## src/rtl/pc_fetch_unit.sv

```systemverilog
// Program counter and fetch stage: holds PC, pipelines PC+1 into the decode
// (PC_1) and execute (PC_2) stages, and resolves branch/jump redirects from EX.
module pc_fetch_unit #(
  parameter int unsigned      WIDTH    = 32,
  parameter logic [WIDTH-1:0] RESET_PC = '0,
  parameter bit               ANNUL    = 1'b0
) (
  input  logic             CLK,
  input  logic             RESET_N,
  input  logic             STALL,
  input  logic [1:0]       BS,
  input  logic             PS,
  input  logic             Z,
  input  logic [WIDTH-1:0] BrA,
  input  logic [WIDTH-1:0] RAA,
  output logic [WIDTH-1:0] PC,
  output logic [WIDTH-1:0] PC_1,
  output logic [WIDTH-1:0] PC_2,
  output logic             V_1,
  output logic             V_2,
  output logic             TAKEN
);

  localparam logic [WIDTH-1:0] ONE = {{(WIDTH-1){1'b0}}, 1'b1};

  logic [WIDTH-1:0] pc_inc;
  logic [WIDTH-1:0] target;
  logic [WIDTH-1:0] pc_next;
  logic             cond_taken;
  logic             kill;

  // V_1/V_2 qualify the decode/execute slots: a slot with V=0 is a bubble and
  // its BS/PS/Z/BrA/RAA are ignored, so it can never redirect the fetch.
  always_comb begin
    pc_inc     = PC + ONE;
    cond_taken = 1'b0;
    target     = BrA;
    case (BS)
      2'b00: cond_taken = 1'b0;
      2'b01: cond_taken = Z ^ PS;
      2'b10: begin
        cond_taken = 1'b1;
        target     = RAA;
      end
      2'b11: cond_taken = 1'b1;
      default: cond_taken = 1'b0;
    endcase
    TAKEN   = V_2 & ~STALL & cond_taken;
    kill    = ANNUL & TAKEN;
    pc_next = TAKEN ? target : pc_inc;
  end

  // A stall freezes every stage, so a pending transfer is simply re-evaluated
  // once the upstream stops stalling.
  always_ff @(posedge CLK or negedge RESET_N) begin
    if (!RESET_N) begin
      PC   <= RESET_PC;
      PC_1 <= '0;
      PC_2 <= '0;
      V_1  <= 1'b0;
      V_2  <= 1'b0;
    end else if (!STALL) begin
      PC   <= pc_next;
      PC_1 <= pc_inc;
      PC_2 <= PC_1;
      V_1  <= ~kill;
      V_2  <= V_1 & ~kill;
    end
  end

endmodule
```

## config.mk

```make
export PLATFORM = sky130hd
export DESIGN_NAME = pc_fetch_unit
export DESIGN_NICKNAME = d
export VERILOG_FILES = /design/src/rtl/pc_fetch_unit.sv
export SDC_FILE = /design/constraint.sdc
export NUM_CORES = 1
export LEC_CHECK = 0
export CORE_ASPECT_RATIO = 1.75
export CORE_MARGIN = 1.5
export CORE_UTILIZATION = 41
export CTS_CLUSTER_SIZE = 28
export DETAILED_ROUTE_END_ITERATION = 16
export GPL_ROUTABILITY_DRIVEN = 0
export PLACE_DENSITY = 0.81
export SLEW_MARGIN = 10
export SYNTH_ARGS = -nofsm -noshare
export SYNTH_HDL_FRONTEND = slang
export SYNTH_SLANG_ARGS = --single-unit
```

## constraint.sdc

```tcl
create_clock -name CLK -period 3.1 [get_ports CLK]
set_input_delay 0.62 -clock CLK [delete_from_list [all_inputs] [get_ports CLK]]
set_output_delay 0.62 -clock CLK [all_outputs]
set_load 0.01 [all_outputs]
```

==> out/results.ini, run 1 <==
[status]
outcome = completed

[clock_network]
htreeDepth = 3
clkLatencyLatePin_ns = 0.34
clkSlewWorstSetupHoldPaths_ns = 0.06
cts_resized = 0
clockBufferDepth = 2
root_buffer = clkbuf_16
cts_setup_buffers = 0
cts_hold_buffers = 0
cts_made_buffers = 9
cts_tree = built
cts_sinks = 98

[timing]
tightest_slew_ns = 0.6604
whs_ns = 0.3260
hold_viol_final = 0
final.setup.worst_slack_ns = 0.4000
post-route-period-util_pct = 87.10
max-slew-margin-rel_pct = 55.97
final-setup-viol-count = 0
drv_slew = 0
fmax_mhz = 370.4
skew_ns = 0.006457
rsz0062_at_grt = false
fin_crit_ns = 2.700
tns_ns = 0

[logic_synthesis]
netlist_area_mm2 = 0.005230
synth_edf_count = 0
syn_nets = 579
async_flop_share_pct = 100.0
ys_ff_latch = 98
synth-seq-area-share_pct = 46.89
ys.warnings.count = 0
synth_cell_types = 44
synth_ff_type = dfrtp_1
syn-instance-count = 507
avgSynthCellArea_um2 = 10.32

[power_and_ir_drop]
pwr_density_cell_mw_per_mm2 = 576.5
ir_worst_vdd_v = 0.0003087
total_leakage_power_nw = 2.798

[place]
placed_area_mm2 = 0.007002
dp_hpwl_um = 9777
io_buffers = 169
pre_cts_slack_ns = 0.3999

[setup_path]
cp-end-kind = output port
cp_cell_sequence = clkdlybuf4s50_1, nand2_1, a2bb2oi_4, nor2_1, clkdlybuf4s50_1
cp_slowest_cell = clkdlybuf4s50_1
r2r_end = PC[28]$_DFFE_PN0N_
rrSetupSlack_ns = 0.88
path_class = input pin to output port
r2r_start = PC[0]$_DFFE_PN0N_
crit_fanout = 2
critPathLaunchType = input pin
startpoint = BS[0]
cpMostUsedCell = clkdlybuf4s50_1
crit_required_ns = 2.48
r2r_cells = 7
critPathMaxStageDelay_ns = 0.55
cp.arrival_ns = 2.08
crit_end = TAKEN

[global_route]
antenna_found_initial = 0
grt_max_degree = 165
grt_pass1_vias = 4428
grt-ovfl-total = 0
grt_pass1_wl_um = 22140
grtUsageTotal_pct = 21.16

[floorplan]
rows = 54
core_mm2 = 0.01243
start_util_pct = 42.07
die_area_mm2 = 0.01347
fp.dieW_um = 88.38
die_h_um = 152.4
ioPinCount = 170

[routing]
drt-wirelength-per-cell_um = 16.77
drc = 0
drt-initial-drc-count = 281
num_vias = 4449
via_per_inst = 5.406
ant_nets = 0
dr.pass1.iters = 4
finalWirelength_um = 13800

[finish]
layout.area.seq_mm2 = 0.002452
multi_input_area_mm2 = 0.002542
syn_to_final_growth_pct = 39.02
drive_gt1_share_pct = 11.91
design_area_mm2 = 0.007271
diodes = 0
nets = 723
fillCellCount = 1101

[worst_hold_path]
hp-class = input pin to async pin

[flow_run]
drv_cap = 0

[power by group]
group | switching [W] | internal, W
sequential | 0.000268 | 0.00153
clock | 0.000469 | 0.000562
combinational | 0.000559 | 0.000801
total | 0.00130 | 0.00290
[metal layers]
layer,share of wire [%],GRT usage (%)
met1,37,24.20
met4,3.0,9.226
met5,0,0
met3,4.0,3.738
met2,56,37.48
[synthesized netlist by cell type, drive strengths merged, types with 18 or more instances]
cell type | n | share of area (%)
o21ai | 30 | 2.9
nor2b | 19 | 2.3
dfrtp | 98 | 47
buf | 21 | 2.6
a21oi | 33 | 3.2
nand2 | 58 | 4.2
o22a | 39 | 6.6
clkbuf | 19 | 1.6
xor2 | 20 | 3.3
nand3 | 18 | 1.9
mux2 | 46 | 9.9
[cells in the final DEF, fill, tap and decap left out, types with 2 or more instances in the layout]
cell type / n
a211oi_1: 15
a21oi_1: 33
a31oi_1: 8
a41oi_1: 5
and3_1: 7
buf_12: 4
buf_4: 4
clkbuf_16: 9
clkdlybuf4s50_1: 167
clkinv_2: 2
dfrtp_1: 98
inv_1: 4
mux2_2: 46
mux2i_1: 7
nand2_1: 58
nand3_1: 16
nand3_2: 2
nand4_1: 14
nor2_1: 12
nor2b_1: 18
nor3_1: 6
nor3_2: 2
o211ai_1: 2
o21ai_0: 30
o22a_1: 38
xnor2_1: 9
xor2_1: 20
[stage by stage]
step	util, %	cells	power [W]
6_report	58.48	823	0.004192
5_1_grt	58.48	823	0.004419
4_1_cts	58.48	823	0.004237
3_5_place_dp	56.32	808	0.003196
3_3_place_gp	56.32	808	0.003145
2_1_floorplan	-	507	0.002411
[state kept, by name (all words and copies together) (netlist names)]
name,cells
PC_2,32
V_1,1
V_2,1
PC,32
PC_1,32
[worst min-delay path by stage]
stage                     depth (start not counted)             endpoint            start
after floorplan                                   0    PC[0]$_DFFE_PN0N_          RESET_N
after global placement                            1      V_1$_DFFE_PN0N_  V_1$_DFFE_PN0N_
after detailed placement                          1      V_1$_DFFE_PN0N_  V_1$_DFFE_PN0N_
after CTS                                         2  PC_2[8]$_DFFE_PN0N_          RESET_N
after global routing                              2  PC_2[8]$_DFFE_PN0N_          RESET_N
final                                             2  PC_2[8]$_DFFE_PN0N_          RESET_N
[worst max-delay path: cells and delay by family]
kind                   cells  cell delay (ns)
buffers and inverters      2             1.09
and+or+nand+nor            2             0.20
AOI/OAI and AO/OA          1             0.17
[kinds of logic (layout without fill, tap and decap cells)]
kind of cell	after synthesis	after routing	synth area share (%)
AOI/OAI and AO/OA	137	137	17.73
xor gates and xnor gates	29	29	4.857
adders and majority gates	1	1	0.2392
buffers and inverters	46	194	4.856
DFF	98	98	46.89
muxes	53	53	11.24
and+or+nand+nor	143	143	14.19
[final cells by class]
| cell class | instances | share of cell area [%] |
|---|---|---|
| clock buffer | 11 | 3.339 |
| tap | 168 | 2.891 |
| inverter | 4 | 0.2065 |
| clock inverter | 4 | 0.3614 |
| multi-input combinational | 363 | 34.97 |
| timing repair buffer | 175 | 24.51 |
| sequential | 98 | 33.73 |
Note: power is estimated with default switching activity, not from simulation.
==> run 2, diff against run 1 <==
--- a/config.mk
+++ b/config.mk
@@ -8,10 +8,10 @@
 export CORE_ASPECT_RATIO = 1.75
 export CORE_MARGIN = 1.5
 export CORE_UTILIZATION = 41
-export CTS_CLUSTER_SIZE = 28
+export CTS_CLUSTER_SIZE = 24
 export DETAILED_ROUTE_END_ITERATION = 16
 export GPL_ROUTABILITY_DRIVEN = 0
-export PLACE_DENSITY = 0.81
+export PLACE_DENSITY_LB_ADDON = 0.15
 export SLEW_MARGIN = 10
 export SYNTH_ARGS = -nofsm -noshare
 export SYNTH_HDL_FRONTEND = slang
==> out/results.ini, run 2 (synthesized netlist as in run 1, its figures left out) <==
[power_and_ir_drop]
power_frac_seq_pct = 42.3  ; -0.7 points
netSwitchingPower_w = 0.001303  ; +0.50%
combPwrFrac_pct = 31.5  ; -0.9 points
swShare_pct = 30.59  ; -0.34 points
total_power_w = 0.004260  ; +1.6%
total_leakage_power_nw = 2.813  ; +0.54%
internal-power_w = 0.002957  ; +2.1%
pwr_density_cell_mw_per_mm2 = 583.7  ; +1.2%
p_clk_share_pct = 26.2  ; +1.6 points
ir_worst_vdd_v = 0.0003133  ; +1.5%

[setup_path]
critPathMaxStageDelay_ns = 0.49  ; -0.06 ns
critPathLaunchType = input pin
cp-end-kind = output port
cp.arrival_ns = 2.07  ; about the same
cpMostUsedCell = clkdlybuf4s50_1
crit_fanout = 2  ; unchanged
crit_required_ns = 2.48  ; about the same
cp_slowest_cell = clkdlybuf4s50_1
path_class = input pin to output port
cp_cell_sequence = clkdlybuf4s50_1, xnor2_1, a2bb2oi_4, nor2_1, clkdlybuf4s50_1

[place]
dp_hpwl_um = 9482  ; -3.0%
io_buffers = 169  ; unchanged

[finish]
fillCellCount = 1126  ; +2.3%
syn_to_final_growth_pct = 39.57
diodes = 0  ; unchanged
nets = 724  ; +0.14%
top_regs = PC (32), PC_1 (32), PC_2 (32)
final_common_cell = clkdlybuf4s50_1
multi_input_area_mm2 = 0.002542  ; unchanged
most-common-layout-cells = clkdlybuf4s50_1, dfrtp_1, nand2_1, mux2_2, o22a_1
drive_gt1_share_pct = 12.20  ; +0.29 points
layout.area.seq_mm2 = 0.002452  ; unchanged

[timing]
drv_slew = 0  ; unchanged
max-slew-margin-rel_pct = 64.73  ; +8.8 points
final-setup-viol-count = 0  ; unchanged
fmax_mhz = 371.2  ; +0.21%
skew_ns = 0.006986  ; +0.0005287 ns
rsz0062_at_grt = false
whs_ns = 0.1085  ; -0.2175 ns
tns_ns = 0  ; unchanged
hold_viol_final = 0  ; unchanged
tightest_slew_ns = 0.5270  ; -0.1334 ns
fin_crit_ns = 2.694  ; -0.005753 ns
post-route-period-util_pct = 86.91  ; -0.19 points

[routing]
via_per_inst = 5.305  ; -1.9%
drt-wirelength-per-cell_um = 16.17  ; -3.6%
finalWirelength_um = 13330  ; -3.5%
dr.pass1.iters = 4  ; unchanged
drt-initial-drc-count = 238  ; -15%
ant_nets = 0  ; unchanged
num_vias = 4371  ; -1.8%
drc = 0  ; unchanged

[clock_network]
cts_hold_buffers = 0  ; unchanged
clkLatencyLatePin_ns = 0.35  ; about the same
cts_setup_buffers = 0  ; unchanged
clockBufferDepth = 2  ; unchanged
cts_tree = built
cts_sinks = 98  ; unchanged
cts_made_buffers = 9  ; unchanged
cts_resized = 0  ; unchanged
clkSlewWorstSetupHoldPaths_ns = 0.07  ; about the same
root_buffer = clkbuf_16
htreeDepth = 3  ; unchanged

[global_route]
grt_max_degree = 130  ; -21%
grt_pass1_vias = 4245  ; -4.1%
grtUsageTotal_pct = 20.24  ; -0.92 points
grt-ovfl-total = 0  ; unchanged
antenna_found_initial = 0  ; unchanged
grt_pass1_wl_um = 21420  ; -3.2%

[worst_hold_path]
hp-class = input pin to async pin

[floorplan]
die_h_um = 152.4  ; unchanged
start_util_pct = 42.07  ; unchanged
ioPinCount = 170  ; unchanged
rows = 54  ; unchanged
die_area_mm2 = 0.01347  ; unchanged
core_mm2 = 0.01243  ; unchanged
fp.dieW_um = 88.38  ; unchanged

[flow_run]
drv_cap = 0  ; unchanged

[status]
outcome = completed

## run 2: cell count changes in the layout (fill, tap and decap cells not counted), sizes merged
| cell | delta |
|---|---|
| clkbuf | -2 |
| buf | +1 |
| bufinv | +1 |
| inv | +1 |
## run 2: power groups by stage
stage / sequential [W] / clock, W / combinational (W)
3_3_place_gp: 0.00181 / 0 / 0.00134
6_report: 0.00180 / 0.00112 / 0.00134
5_1_grt: 0.00184 / 0.00119 / 0.00145
4_1_cts: 0.00180 / 0.00115 / 0.00137
3_5_place_dp: 0.00183 / 0 / 0.00136
2_1_floorplan: 0.00187 / 0 / 0.000538
## run 2: final cells by class
type	instances	share of cell area, %
repair buffers	176	24.51
flip-flops and latches	98	33.60
clock inverters	6	0.8913
multi-input cells	363	34.83
clock buffers	9	3.085
inverters	4	0.2057
well taps	168	2.880
## run 2: metrics by stage
step	util, %	area [µm²]	worst slack, ns	instances
3_5_place_dp	56.38	7009	0.4024	809
2_1_floorplan	-	5230	0.8467	507
3_3_place_gp	56.38	7009	0.4380	809
6_report	58.72	7300	0.4057	824
5_1_grt	58.72	7300	0.3544	824
4_1_cts	58.72	7300	0.4021	824
## run 2: final timing paths
check | cells after the start | slack [ns] | endpoint | start
worst max-delay path | 5 | 0.41 | TAKEN | PS
worst min-delay path | 1 | 0.11 | PC_1[12]$_DFFE_PN0N_ | RESET_N
worst max register to register | 7 | 0.91 | PC[28]$_DFFE_PN0N_ | PC[0]$_DFFE_PN0N_
worst min register to register | 2 | 0.50 | PC_1[10]$_DFFE_PN0N_ | PC_1[10]$_DFFE_PN0N_
max in group asynchronous | 2 | 2.29 | PC[4]$_DFFE_PN0N_ | RESET_N
min in group CLK | 2 | 0.50 | PC_1[10]$_DFFE_PN0N_ | PC_1[10]$_DFFE_PN0N_
## run 2: per-layer routing
metal	wire, µm	GRT usage [%]
met2	7074	35.19
met3	701	3.304
met4	282	8.110
met5	0	0
met1	5266	24.29
## run 2: worst max-delay path: cells and delay by family
family,cells,cell delay (ns)
buffers and inverters,2,0.90
XOR/XNOR,1,0.28
AO/OA/AOI/OAI,1,0.21
AND/OR/NAND/NOR,1,0.05
==> run 3, diff against run 2 <==
--- a/config.mk
+++ b/config.mk
@@ -11,6 +11,7 @@
 export CTS_CLUSTER_SIZE = 24
 export DETAILED_ROUTE_END_ITERATION = 16
 export GPL_ROUTABILITY_DRIVEN = 0
+export HOLD_SLACK_MARGIN = 0.12
 export PLACE_DENSITY_LB_ADDON = 0.15
 export SLEW_MARGIN = 10
 export SYNTH_ARGS = -nofsm -noshare
==> constraint.sdc (replaced) <==
create_clock -name CLK -period 3.5 [get_ports CLK]
set_input_delay 0.7 -clock CLK [delete_from_list [all_inputs] [get_ports CLK]]
set_output_delay 0.7 -clock CLK [all_outputs]
set_load 0.01 [all_outputs]
==> out/results.ini, run 3 (synthesized netlist as in run 1, its figures left out) <==
[status]
outcome = completed

[timing]
fin_crit_ns = 2.822
whs_ns = 0.5012  ; +0.3926 ns
drv_slew = 0  ; unchanged
tightest_slew_ns = 0.9579  ; +0.4309 ns
skew_ns = 0.008648  ; +0.001662 ns
post-route-period-util_pct = 80.64
tns_ns = 0  ; unchanged
fmax_mhz = 354.3
hold_viol_final = 0  ; unchanged
rsz0062_at_grt = false
final-setup-viol-count = 0  ; unchanged
max-slew-margin-rel_pct = 36.14  ; -29 points

[finish]
top_regs = PC (32), PC_1 (32), PC_2 (32)
diodes = 0  ; unchanged
most-common-layout-cells = clkdlybuf4s50_1, dfrtp_1, nand2_1, mux2_2, o22a_1
syn_to_final_growth_pct = 39.09
nets = 725  ; +0.14%
final_common_cell = clkdlybuf4s50_1
drive_gt1_share_pct = 12.31  ; +0.11 points
fillCellCount = 1168  ; +3.7%

[setup_path]
path_class = input pin to output port
cp_top_family = buffers and inverters
crit_fanout = 2  ; unchanged
critPathMaxStageDelay_ns = 0.54  ; +0.05 ns
cpMostUsedCell = clkdlybuf4s50_1
cp.arrival_ns = 2.12  ; +0.05 ns
cp-end-kind = output port
cp_cell_sequence = clkdlybuf4s50_1, nand2_1, a2bb2oi_4, nor2_1, clkdlybuf4s50_1
rrSetupSlack_ns = 1.27  ; +0.36 ns
crit_required_ns = 2.80  ; +0.32 ns
cp_slowest_cell = clkdlybuf4s50_1
worst-path-buf-inv = 2  ; unchanged
critPathLaunchType = input pin

[routing]
ant_nets = 0  ; unchanged
drt-initial-drc-count = 171  ; -28%
num_vias = 4339  ; -0.73%
via_per_inst = 5.253  ; -0.97%
drt-wirelength-per-cell_um = 16.23  ; +0.36%
finalWirelength_um = 13410  ; +0.61%
dr.pass1.iters = 4  ; unchanged
drc = 0  ; unchanged

[floorplan]
start_util_pct = 42.07  ; unchanged
die_area_mm2 = 0.01347  ; unchanged
ioPinCount = 170  ; unchanged
core_mm2 = 0.01243  ; unchanged
die_h_um = 152.4  ; unchanged
fp.dieW_um = 88.38  ; unchanged
rows = 54  ; unchanged

[place]
dp_hpwl_um = 9620  ; +1.5%
io_buffers = 169  ; unchanged

[clock_network]
clockBufferDepth = 2  ; unchanged
root_buffer = clkbuf_16
clkSlewWorstSetupHoldPaths_ns = 0.06  ; about the same
htreeDepth = 3  ; unchanged
cts_hold_buffers = 0  ; unchanged
clkLatencyLatePin_ns = 0.34  ; about the same
cts_setup_buffers = 0  ; unchanged
cts_resized = 0  ; unchanged
cts_sinks = 98  ; unchanged
cts_made_buffers = 9  ; unchanged
cts_tree = built

[power_and_ir_drop]
pwr_density_cell_mw_per_mm2 = 517.9  ; -11%
total_leakage_power_nw = 2.810  ; -0.13%
total_power_w = 0.003767  ; -12%
ir_worst_vdd_v = 0.0003024  ; -3.5%

[global_route]
antenna_found_initial = 0  ; unchanged
grt_max_degree = 95  ; -27%
grtUsageTotal_pct = 20.55  ; +0.31 points
grt_pass1_vias = 4334  ; +2.1%
grt-ovfl-total = 0  ; unchanged
grt_pass1_wl_um = 21810  ; +1.8%

[worst_hold_path]
hp-class = flip-flop to flip-flop

[flow_run]
drv_cap = 0  ; unchanged

run 3: layout make-up:
cell class	instances	area (µm²)	area share [%]
inverter	4	15.01	0.2064
tap	168	210.2	2.890
timing repair buffer	177	1759	24.18
clock inverter	6	66.31	0.9116
multi-input combinational	363	2542	34.95
clock buffer	10	229.0	3.148
sequential	98	2452	33.71
run 3: path summary, 6_finish.rpt:
check                      depth (start not counted)                    to                 start
max in group asynchronous                          2    PC[29]$_DFFE_PN0N_               RESET_N
hold / removal                                     1  PC_2[13]$_DFFE_PN0N_  PC_2[13]$_DFFE_PN0N_
min in group asynchronous                          1   PC_2[7]$_DFFE_PN0N_               RESET_N
setup / recovery                                   5                 TAKEN                 BS[0]
hold reg to reg                                    1  PC_2[13]$_DFFE_PN0N_  PC_2[13]$_DFFE_PN0N_
setup reg to reg                                   7    PC[28]$_DFFE_PN0N_     PC[0]$_DFFE_PN0N_
run 3: routing by layer:
layer | vias to the layer above | GRT usage (%) | share of wire [%]
met2 | 124 | 35.37 | 52
met3 | 29 | 4.550 | 4.7
met5 | - | 0 | 0
met4 | 0 | 8.036 | 3.0
li1 | 2137 | - | -
met1 | 2049 | 24.33 | 41
run 3: report_power, final:
group / internal, W / switching (W)
logic: 0.000705 / 0.000486
registers: 0.00136 / 0.000235
clock network: 0.000557 / 0.000427
total: 0.00262 / 0.00115
run 3: stage by stage:
stage | util (%) | cells | worst slack (ns) | area (µm²)
6_report | 58.51 | 826 | 0.6776 | 7274
5_1_grt | 58.51 | 826 | 0.6223 | 7274
4_1_cts | 58.51 | 826 | 0.6655 | 7274
3_5_place_dp | 56.14 | 810 | 0.5377 | 6979
3_3_place_gp | 56.14 | 810 | 0.6481 | 6979
2_1_floorplan | - | 507 | 1.087 | 5230
